===== src/rtl/stream_demux_1x2.sv =====
// One-to-two stream demultiplexer. Each output port has one registered slot, and a
// per-port counter tracks the beats delivered on that port.
module stream_demux_1x2 #(
    parameter int WIDTH = 32,
    parameter int CNT_W = 8
) (
    input  logic             clk,
    input  logic             rst,
    input  logic [WIDTH-1:0] in_data,
    input  logic             in_sel,
    input  logic             in_valid,
    output logic             in_ready,
    output logic [WIDTH-1:0] a_data,
    output logic             a_valid,
    input  logic             a_ready,
    output logic [WIDTH-1:0] b_data,
    output logic             b_valid,
    input  logic             b_ready,
    output logic [CNT_W-1:0] a_count,
    output logic [CNT_W-1:0] b_count
);

    localparam logic [CNT_W-1:0] CNT_ONE = CNT_W'(1);

    logic [WIDTH-1:0] a_data_q, a_data_d;
    logic [WIDTH-1:0] b_data_q, b_data_d;
    logic             a_valid_q, a_valid_d;
    logic             b_valid_q, b_valid_d;
    logic [CNT_W-1:0] a_count_q, a_count_d;
    logic [CNT_W-1:0] b_count_q, b_count_d;

    logic a_free, b_free;
    logic accept, load_a, load_b;
    logic a_hs, b_hs;

    // A slot is free when it is empty or is being drained in this same cycle.
    assign a_free = !a_valid_q || a_ready;
    assign b_free = !b_valid_q || b_ready;

    // Only the selected slot gates the input, so a stalled head beat holds back
    // everything behind it and input order is preserved.
    assign in_ready = !rst && (in_sel ? a_free : b_free);
    assign accept   = in_valid && in_ready;
    assign load_a   = accept && in_sel;
    assign load_b   = accept && !in_sel;
    assign a_hs     = a_valid_q && a_ready;
    assign b_hs     = b_valid_q && b_ready;

    // NOTE: every signal driven in always_comb is given its hold value first, so no
    // path through the block leaves one unassigned and no latch is inferred.
    always_comb begin
        a_data_d  = a_data_q;
        a_valid_d = a_valid_q;
        a_count_d = a_count_q;
        b_data_d  = b_data_q;
        b_valid_d = b_valid_q;
        b_count_d = b_count_q;

        if (a_hs) begin
            a_valid_d = 1'b0;
            a_count_d = a_count_q + CNT_ONE;
        end
        if (load_a) begin
            a_data_d  = in_data;
            a_valid_d = 1'b1;
        end

        if (b_hs) begin
            b_valid_d = 1'b0;
            b_count_d = b_count_q + CNT_ONE;
        end
        if (load_b) begin
            b_data_d  = in_data;
            b_valid_d = 1'b1;
        end
    end

    // NOTE: state registers use non-blocking assignments, so every flop samples the
    // pre-edge values of the others regardless of statement order.
    always_ff @(posedge clk) begin
        if (rst) begin
            a_data_q  <= '0;
            a_valid_q <= 1'b0;
            a_count_q <= '0;
            b_data_q  <= '0;
            b_valid_q <= 1'b0;
            b_count_q <= '0;
        end else begin
            a_data_q  <= a_data_d;
            a_valid_q <= a_valid_d;
            a_count_q <= a_count_d;
            b_data_q  <= b_data_d;
            b_valid_q <= b_valid_d;
            b_count_q <= b_count_d;
        end
    end

    assign a_data  = a_data_q;
    assign a_valid = a_valid_q;
    assign a_count = a_count_q;
    assign b_data  = b_data_q;
    assign b_valid = b_valid_q;
    assign b_count = b_count_q;

endmodule


===== config.mk =====
export PLATFORM = sky130hd
export DESIGN_NAME = stream_demux_1x2
export DESIGN_NICKNAME = d
export VERILOG_FILES = /design/src/rtl/stream_demux_1x2.sv
export SDC_FILE = /design/constraint.sdc
export NUM_CORES = 1
export LEC_CHECK = 0
export CORE_MARGIN = 4
export CORE_UTILIZATION = 47
export DETAILED_ROUTE_END_ITERATION = 8
export PLACE_DENSITY = 0.81
export SKIP_CTS_REPAIR_TIMING = 1
export SYNTH_ARGS = -nofsm -noshare
export SYNTH_HDL_FRONTEND = slang
export SYNTH_SLANG_ARGS = --single-unit

===== constraint.sdc =====
create_clock -name clk -period 3.85 [get_ports clk]
set_clock_uncertainty 0.2 [all_clocks]
set_input_delay 0.77 -clock clk [delete_from_list [all_inputs] [get_ports clk]]
set_output_delay 0.77 -clock clk [all_outputs]
set_load 0.01 [all_outputs]

==> flow_summary.yaml <==
critical_path:
  crit_type: "in -> out"
  reg2reg_to: "b_data[7]"
  crit_arrival_ps: 2420
  startpoint_type: "primary input"
  cpPeakStageDelay_ps: 610
  required_ps: 2880
  crit_end: "in_ready"
  crit_path_end_kind: "output port"
  crit_fanout: 7
  cpMostUsedCell: "clkdlybuf4s50_1"
  crit_chain: "clkdlybuf4s50_1 > and2b_1 > a211oi_1 > clkdlybuf4s50_1"
  reg2reg_slack_ps: 1900
  r2r_start: "b_valid"
  reg2reg_depth: 3
  cpMaxStageDelayCell: "clkdlybuf4s50_1"
  cp-startpoint: "a_ready"
timing:
  tightest_slew_ps: 963
  period_needed_ps: 3390
  holdWs_ps: 277
  setup_viol: 0
  setup_tns_ps: 0
  slew_headroom: 0.358
  finalCritPeriodShare: 0.881
  rsz0062_at_grt: "no"
  fmax_mhz: 295
  hold_viol_final: 0
  finalMaxSlewViolations: 0
final_layout:
  nets: 530
  syn_to_final_growth_pct: 44.1
  n_fill_cell: 526
  antenna_cells: 0
  drive_above_1_share: 0.0545
power_and_ir_drop:
  cellLeakagePower_nw: 1.52
  peakVddDrop_v: 0.000234
  power_density_mw_per_mm2: 378
global_route:
  grt.total_usage: 0.230
  antenna_found_initial: 0
  grt_max_degree: 66
  grt-ovfl-total: 0
  grt_pass1_wl_um: 15400
  grt_pass1_vias: 3249
clock_tree:
  htree_levels: 3
  cts.sinks: 82
  cts_tree: "done"
  clkTransAtPathRegs_ps: 80
  insertion_delay_ps: 350
  numCtsBuffers: 9
  root_buffer: "clkbuf_8"
  clockBufferDepth: 2
route:
  viasPerCell: 5.88
  wl_per_cell_um: 16.8
  drc_errors: 0
  drtIter0Drc: 200
  vias: 3361
  wl_um: 9620
  ant_nets: 0
  drt_pre_antenna_iters: 5
status:
  status: "finished clean"
hold_path:
  hold_class: "reg -> reg"
logic_synthesis:
  ys_seq_elements: 82
  synth.net_count: 428
  yosysWarnings: 0
  post_synth_num_cell_types: 27
  syn_inst: 388
  syn_area_mm2: 0.00323
  avgSynthCellArea_um2: 8.32
  ys_seq_area_frac: 0.509
job:
  cap_violations: 0
floorplanning:
  ios: 121
  core_mm2: 0.00649
  chipHeight_um: 90.9
  die_area_mm2: 0.00826
  start_util: 0.497
  die_w_um: 90.9
  rows: 29
placed_design:
  port_buffers: 120
  place_congestion: 0.784
  dp_hpwl_um: 6430
[cells in the final DEF (no fill, tap or decap), types with 3 or more instances in the layout]
cell,n
buf_4,7
nand2_1,8
a21oi_1,76
dfxtp_1,82
nand3_1,70
xor2_1,4
o21ai_1,3
clkdlybuf4s50_1,119
clkbuf_8,10
or3_1,4
o31ai_1,4
o21ai_0,65
nor2_1,9
or4_1,4
nand4_1,4
[power breakdown]
part           total, mW  internal (mW)  switching [mW]  leakage [nW]
clock              0.687          0.384           0.303         0.103
sequential         0.884          0.871          0.0135         0.665
combinational      0.186         0.0950          0.0907         0.753
total               1.76           1.35           0.408          1.52
[synth_stat cells]
cell	number	share of area
and3b_1	1	0.0027
a21oi_1	76	0.12
or3b_1	1	0.0027
mux2_2	2	0.0070
nor2b_1	2	0.0039
dfxtp_1	82	0.51
nand4_1	4	0.0078
nand2b_1	2	0.0039
buf_1	1	0.0012
and2b_1	2	0.0046
ha_1	2	0.0078
or3_1	4	0.0078
nand2_1	8	0.0093
o31ai_1	4	0.0093
clkbuf_1	26	0.030
nand3b_1	1	0.0023
or4_1	4	0.0093
buf_2	9	0.014
o21ai_0	65	0.10
nand3_2	2	0.0062
nor2_1	9	0.010
a211oi_1	1	0.0023
o21ai_1	3	0.0046
nand3_1	70	0.11
inv_1	2	0.0023
xor2_1	4	0.011
nor3b_2	1	0.0039
[final cells by class]
cell class | instances | area [um2] | share of cell area
flip-flops and latches | 82 | 1640 | 0.353
well taps | 77 | 96.3 | 0.0207
repair buffers | 127 | 1250 | 0.268
clock buffers | 12 | 145 | 0.0312
multi-input cells | 268 | 1440 | 0.309
clock inverters | 4 | 75.1 | 0.0161
inverters | 2 | 7.51 | 0.00161
[worst min path at each step]
stage	start	end	slack (ps)	cells after the start
after global routing	a_data[19]	a_data[19]	300	2
final	a_count[7]	a_count[7]	280	2
after detailed placement	a_data[4]	a_data[4]	270	2
after floorplan	a_count[7]	a_count[7]	300	2
after CTS	a_data[4]	a_data[4]	280	2
after global placement	b_data[24]	b_data[24]	260	2
[cells by family after synthesis]
kind of cell / share of synthesized area
xor+xnor: 0.0109
fa+ha+maj: 0.00775
simple gates: 0.183
mux: 0.00698
compound gates: 0.235
buf+inv: 0.0477
flops: 0.509
[metrics by stage]
| step | setup WS, ps | utilization | cell area, um2 | power, mW | instances |
|---|---|---|---|---|---|
| after floorplan | 1360 | - | 3230 | 0.976 | 388 |
| after global placement | 435 | 0.683 | 4430 | 1.09 | 556 |
| after detailed placement | 437 | 0.683 | 4430 | 1.09 | 556 |
| after CTS | 448 | 0.716 | 4650 | 1.77 | 572 |
| after global routing | 359 | 0.716 | 4650 | 1.83 | 572 |
| final | 457 | 0.716 | 4650 | 1.76 | 572 |
[critical path: cells and delay by family]
kind / cells / cell delay, ps
buf+inv: 2 / 1200
compound gates: 1 / 220
simple gates: 1 / 230
[registers in the layout, summed over array words and instances, names as in the netlist]
signal / cells
b_valid: 1
b_data: 32
a_data: 32
a_valid: 1
a_count: 8
b_count: 8
[layer usage]
layer,up-vias,track usage,part of all wire
met3,18,0.0867,0.097
met5,-,0,0
li1,1601,-,-
met2,153,0.367,0.47
met1,1589,0.278,0.41
met4,0,0.0967,0.019
No activity file was read; power rests on OpenSTA's default activity.
